**config.mk**
```make
export PLATFORM = sky130hd
export DESIGN_NAME = nasti_lite_writer
export DESIGN_NICKNAME = d
export VERILOG_FILES = /design/src/rtl/nasti_lite_writer.sv
export SDC_FILE = /design/constraint.sdc
export NUM_CORES = 1
export LEC_CHECK = 0
export BUFFER_PORTS_ARGS = -buffer_cell sky130_fd_sc_hd__buf_4
export CORE_MARGIN = 1.5
export CORE_UTILIZATION = 41
export DETAILED_ROUTE_END_ITERATION = 12
export GPL_TIMING_DRIVEN = 0
export PLACE_DENSITY = 0.73
export SETUP_SLACK_MARGIN = 0.3
export SLEW_MARGIN = 20
export SYNTH_ARGS = -nofsm -noshare
export SYNTH_HDL_FRONTEND = slang
export SYNTH_SLANG_ARGS = --single-unit
```
**constraint.sdc**
```tcl
create_clock -name clk -period 4.3 [get_ports clk]
set_input_delay 0.645 -clock clk [delete_from_list [all_inputs] [get_ports clk]]
set_output_delay 0.645 -clock clk [all_outputs]
set_load 0.05 [all_outputs]
```
**src/rtl/nasti_lite_writer.sv**
```systemverilog
// nasti_lite_writer: splits one NASTI INCR write burst at a time into single lite writes and merges their responses.
// Optional NASTI_LITE_WRITER_SKIP_EN: slices whose strobe slice is all zero issue no lite write.
module nasti_lite_writer #(
  parameter int ID_WIDTH = 1,
  parameter int ADDR_WIDTH = 12,
  parameter int NASTI_DATA_WIDTH = 64,
  parameter int LITE_DATA_WIDTH = 32
) (
  input  logic                          clk,
  input  logic                          rst,
  input  logic [ID_WIDTH-1:0]           nasti_aw_id,
  input  logic [ADDR_WIDTH-1:0]         nasti_aw_addr,
  input  logic [7:0]                    nasti_aw_len,
  input  logic [2:0]                    nasti_aw_size,
  input  logic [2:0]                    nasti_aw_prot,
  input  logic                          nasti_aw_valid,
  output logic                          nasti_aw_ready,
  input  logic [NASTI_DATA_WIDTH-1:0]   nasti_w_data,
  input  logic [NASTI_DATA_WIDTH/8-1:0] nasti_w_strb,
  input  logic                          nasti_w_valid,
  output logic                          nasti_w_ready,
  output logic [ID_WIDTH-1:0]           nasti_b_id,
  output logic [1:0]                    nasti_b_resp,
  output logic                          nasti_b_valid,
  input  logic                          nasti_b_ready,
  output logic [ADDR_WIDTH-1:0]         lite_aw_addr,
  output logic [2:0]                    lite_aw_prot,
  output logic                          lite_aw_valid,
  input  logic                          lite_aw_ready,
  output logic [LITE_DATA_WIDTH-1:0]    lite_w_data,
  output logic [LITE_DATA_WIDTH/8-1:0]  lite_w_strb,
  output logic                          lite_w_valid,
  input  logic                          lite_w_ready,
  input  logic [1:0]                    lite_b_resp,
  input  logic                          lite_b_valid,
  output logic                          lite_b_ready
);
  localparam int LB = LITE_DATA_WIDTH / 8;
  localparam int NB = NASTI_DATA_WIDTH / 8;
  localparam int NS = NB / LB;
  localparam int LLB = $clog2(LB);
  localparam int LNB = $clog2(NB);
  localparam int SW = $clog2(NS) + 1;
`ifdef NASTI_LITE_WRITER_SKIP_EN
  localparam bit SKIP_EN = 1'b1;
`else
  localparam bit SKIP_EN = 1'b0;
`endif

  typedef enum logic [2:0] {IDLE, BEAT, SEND, WAITB, RESP} state_t;

  function automatic int sidx(input logic [ADDR_WIDTH-1:0] a);
    return int'((a >> LLB) % NS);
  endfunction

  function automatic logic [LB-1:0] strb_sl(input logic [NB-1:0] s, input logic [ADDR_WIDTH-1:0] a);
    return s[sidx(a)*LB +: LB];
  endfunction

  state_t                        state;
  logic [ID_WIDTH-1:0]           id_r;
  logic [ADDR_WIDTH-1:0]         lite_addr, step, nxt_addr;
  logic [7:0]                    len_r, beat_cnt;
  logic [2:0]                    size_r, prot_r;
  logic [NASTI_DATA_WIDTH-1:0]   data_r;
  logic [NB-1:0]                 strb_r;
  logic [SW-1:0]                 slice_cnt, r_last;
  logic [1:0]                    resp_r;
  logic                          skip_r, aw_hs, w_hs, lb_hs, nb_hs, send_done, adv, ent_skip, nxt_skip;

  assign lite_aw_addr = lite_addr;
  assign lite_aw_prot = prot_r;
  assign lite_w_data  = data_r[sidx(lite_addr)*LITE_DATA_WIDTH +: LITE_DATA_WIDTH];
  assign lite_w_strb  = strb_sl(strb_r, lite_addr);
  assign nasti_b_id   = id_r;
  assign nasti_b_resp = resp_r;

  always_comb begin
    aw_hs     = nasti_aw_valid && nasti_aw_ready;
    w_hs      = nasti_w_valid && nasti_w_ready;
    lb_hs     = lite_b_valid && lite_b_ready;
    nb_hs     = nasti_b_valid && nasti_b_ready;
    step      = (size_r > 3'(LLB)) ? ADDR_WIDTH'(LB) : ADDR_WIDTH'(1) << size_r;
    r_last    = (size_r > 3'(LLB)) ? SW'((1 << (size_r - 3'(LLB))) - 1) : '0;
    nxt_addr  = lite_addr + step;
    send_done = (!lite_aw_valid || lite_aw_ready) && (!lite_w_valid || lite_w_ready);
    adv       = (state == SEND && send_done && skip_r) || (state == WAITB && lb_hs);
    ent_skip  = SKIP_EN && strb_sl(nasti_w_strb, lite_addr) == '0;
    nxt_skip  = SKIP_EN && strb_sl(strb_r, nxt_addr) == '0;
  end

  always_ff @(posedge clk or posedge rst) begin
    if (rst) begin
      state <= IDLE;
      id_r <= '0;
      lite_addr <= '0;
      len_r <= '0;
      beat_cnt <= '0;
      size_r <= '0;
      prot_r <= '0;
      data_r <= '0;
      strb_r <= '0;
      slice_cnt <= '0;
      resp_r <= '0;
      skip_r <= 1'b0;
      nasti_aw_ready <= 1'b0;
      nasti_w_ready <= 1'b0;
      nasti_b_valid <= 1'b0;
      lite_aw_valid <= 1'b0;
      lite_w_valid <= 1'b0;
      lite_b_ready <= 1'b0;
    end else begin
      case (state)
        IDLE: begin
          nasti_aw_ready <= !aw_hs;
          resp_r <= '0;
          if (aw_hs) begin
            id_r <= nasti_aw_id;
            lite_addr <= nasti_aw_addr;
            len_r <= nasti_aw_len;
            size_r <= nasti_aw_size;
            prot_r <= nasti_aw_prot;
            beat_cnt <= '0;
            slice_cnt <= '0;
            nasti_w_ready <= 1'b1;
            state <= BEAT;
          end
        end
        BEAT: if (w_hs) begin
          nasti_w_ready <= 1'b0;
          data_r <= nasti_w_data;
          strb_r <= nasti_w_strb;
          lite_aw_valid <= !ent_skip;
          lite_w_valid <= !ent_skip;
          skip_r <= ent_skip;
          state <= SEND;
        end
        SEND: begin
          if (lite_aw_ready) lite_aw_valid <= 1'b0;
          if (lite_w_ready) lite_w_valid <= 1'b0;
          if (send_done && !skip_r) begin
            lite_b_ready <= 1'b1;
            state <= WAITB;
          end
        end
        WAITB: if (lb_hs) begin
          lite_b_ready <= 1'b0;
          resp_r <= (lite_b_resp > resp_r) ? lite_b_resp : resp_r;
        end
        RESP: if (nb_hs) begin
          nasti_b_valid <= 1'b0;
          nasti_aw_ready <= 1'b1;
          state <= IDLE;
        end
        default: state <= IDLE;
      endcase
      // one slice finished (or skipped): next slice, next beat or final response
      if (adv) begin
        lite_addr <= nxt_addr;
        if (slice_cnt != r_last) begin
          slice_cnt <= slice_cnt + 1'b1;
          lite_aw_valid <= !nxt_skip;
          lite_w_valid <= !nxt_skip;
          skip_r <= nxt_skip;
          state <= SEND;
        end else if (beat_cnt != len_r) begin
          beat_cnt <= beat_cnt + 1'b1;
          slice_cnt <= '0;
          nasti_w_ready <= 1'b1;
          state <= BEAT;
        end else begin
          nasti_b_valid <= 1'b1;
          state <= RESP;
        end
      end
    end
  end

`ifndef SYNTHESIS
  always_ff @(posedge clk)
    if (!rst && aw_hs && nasti_aw_size > 3'(LNB))
      $fatal(1, "nasti_lite_writer: aw size %0d wider than data bus", nasti_aw_size);
`endif
endmodule

```
==> results by group <==
GRT
  – Total global-route track usage: between 20% and 30%
  – First-pass GRT wire length: 25500 um
  – Pin count of the biggest net entering global routing: 73
  – Vias in the first global route: between 5000 and 6000
  – Antenna violations before repair: 0
  – Gr ovfl total: 0

Die
  – Rows: 44
  – Die width: 124 um
  – Full die area: 0.0154 sq mm
  – Starting Density: 41.6%
  – Core ar.: between 0.01 and 0.015 sq mm
  – I/O Pins: around 170
  – Die height: 124 um

Clock tree
  – H-tree depth: 4
  – Clock tree buffer depth: 2
  – CTS Buf Count: 17
  – Post-CTS Repair Setup Buffers: 0
  – CTS Hold Bufs: 0
  – CTS tree: built
  – Root Driver: clkbuf_16
  – Clk Latency, worst-skew pair: 420 ps
  – Clk sink count: 121
  – CTS resizes: 0
  – Clock slew at reported path FFs: 50 ps

Layout
  – Post-layout util: 56.3%
  – Layout cells sized above 1: 28.0%
  – Most common cell after layout, fill and taps aside: nand2_1
  – Layout area overhead: 35.3%
  – Ant. Diodes: 0
  – Fill cell count: 1329
  – Fin nets: 991
  – Highest-count cells in the layout ignoring fill and taps: 301 x nand2_1, 168 x buf_4, 121 x dfrtp_1, 36 x mux2_2, 30 x clkbuf_1

Placed design
  – DP HPWL: 11500 um
  – IO Port Bufs: 168
  – Setup WS pre-CTS: 1110 ps
  – Placer Congestion: 0.857

Route
  – Initial DRC count: between 200 and 300
  – Drc violations: 0
  – DR pass1 iterations: 5
  – WL/cell: 14.9 um
  – Number of vias per cell: 5.07
  – Final wirelength: around 16000 um
  – DR vias: roughly 5400
  – Routed Antenna Nets: 0

Timing
  – Worst-margin pin slew: 809 ps
  – Final setup TNS: 0 ps
  – Final Skew: 9.20 ps
  – RSZ-0062 raised after global routing: false
  – Peak Freq: roughly 300 MHz
  – Worst hold slack: 269 ps
  – Setup ws final: 967 ps
  – Final period utilization: 77.5%
  – Min cycle time layout: around 3300 ps
  – Final hold viol count: 0
  – Finish-stage setup viols: 0
  – Rel. slew slack: 46.1%
  – Slew Limit Fails: 0

Power
  – Leakage power: 4.39 nW
  – IR drop worst, VDD: between 0.2 and 0.25 mV
  – Power Density: 331 mW/mm^2

Setup path
  – Critical Path Sink: lite_w_data[28]
  – CP startpoint: lite_aw_addr[2]
  – Crit end category: output pin
  – RR Startpoint: size_r[1]
  – Reg2Reg Setup Slack: 1010 ps
  – Crit start category: flip-flop
  – Reg2reg end: lite_aw_addr[10]
  – Setup CP Type: reg2out
  – CP Max Fanout: 10
  – Critical Path RT: 3650 ps
  – R2R cell count: 13
  – WP data arrival: 2690 ps

Yosys
  – Primary FF master, synth: dfrtp_1
  – Post-synth EDFFs: 0
  – Yosys warnings: 0
  – Syn Area/Cell: between 8 and 9 sq um
  – Net Count, Synth: 803
  – Seq cells post-synth: 121
  – Synth Cell Area: between 0.005 and 0.006 sq mm
  – Sequential fraction of the synthesis area: between 50% and 60%
  – Synth Instances: 679
  – Synth async-reset ratio: 100%
  – Distinct cells, synth: 54

Worst hold path
  – Tightest Hold Check Type: in2async

Outcome
  – Status: finished clean

Run
  – Max-Cap Viols: 0
[state kept, by name (all words and copies together), names as in the netlist]
name,count
lite_w_valid,1
data_r,64
lite_aw_prot,3
lite_b_ready,1
state,3
nasti_w_ready,1
len_r,8
nasti_b_id,1
lite_aw_addr,12
nasti_b_resp,2
skip_r,1
lite_aw_valid,1
nasti_b_valid,1
size_r,3
slice_cnt,2
beat_cnt,8
nasti_aw_ready,1
strb_r,8
[metrics by stage]
step	instances	power [mW]	cell area [sq um]
2_1_floorplan	679	1.18	6000
3_3_place_gp	1031	1.27	7490
3_5_place_dp	1032	1.27	7520
4_1_cts	1062	2.71	8110
5_1_grt	1062	2.78	8110
6_report	1062	2.69	8110
[layer usage]
metal	up-vias	track usage, %	routed length, um	part of all wire (%)
li1	2625	-	-	-
met1	2557	28.3	6960	44
met2	186	34.5	7370	46
met3	18	6.50	1270	8.0
met4	0	7.81	259	1.6
met5	-	0	0	0
[worst max-delay path, cell delays in order, from the launching register on]
cell and delay [ps]:
dfrtp_1 400, clkbuf_1 560, clkbuf_1 680, mux2_2 430
buf_4 190
[cell type report]
cell class | count | area, sq um | share of cell area [%]
tap | 184 | 230 | 2.84
clock inverter | 9 | 123 | 1.51
inverter | 17 | 68.8 | 0.848
buffer | 34 | 131 | 1.62
clock buffer | 21 | 470 | 5.80
sequential | 121 | 3030 | 37.3
timing repair buffer | 169 | 1290 | 15.9
multi-input combinational | 507 | 2770 | 34.2
[where the power goes]
group	switching [mW]	internal [mW]
Clock	0.492	0.944
Sequential	0.000753	1.14
Combinational	0.0427	0.0673
[how the worst min path moves through the flow]
stage	end	slack, ps	cells past startpoint
floorplan	data_r[32]	440	2
global placement	data_r[50]	450	2
detailed placement	data_r[37]	460	2
CTS	len_r[3]	290	2
global route	nasti_b_id	310	2
finish	lite_aw_prot[1]	270	2
[Yosys cell counts, drive strengths merged, types with 2 or more instances]
cell type | count | area, sq um
a211oi | 5 | 37.5
ha | 14 | 175
clkbuf | 29 | 109
a211o | 2 | 17.5
buf | 5 | 22.5
o311ai | 2 | 17.5
nor3b | 4 | 35.0
o21ai | 15 | 75.1
nor3 | 6 | 30.0
nor2 | 17 | 63.8
mux2i | 4 | 40.0
xnor2 | 13 | 114
o22ai | 5 | 31.3
xor2 | 3 | 26.3
a311oi | 2 | 17.5
nand2 | 301 | 1130
or3 | 3 | 18.8
a22oi | 4 | 30.0
o211ai | 4 | 43.8
a21o | 3 | 22.5
dfrtp | 121 | 3030
inv | 17 | 63.8
nor2b | 4 | 25.0
a21oi | 13 | 65.1
a31oi | 7 | 43.8
mux2 | 36 | 405
o31ai | 4 | 30.0
nand3 | 10 | 50.1
nor4b | 2 | 17.5
and3 | 2 | 12.5
nand4 | 3 | 18.8
[cells by family after synthesis]
group	synth area share, %
mux	7.43
buf+inv	3.25
flops	50.5
fa+ha+maj	3.25
xor+xnor	2.34
compound gates	8.80
simple gates	24.4
Note: power is estimated with default switching activity, not from simulation.
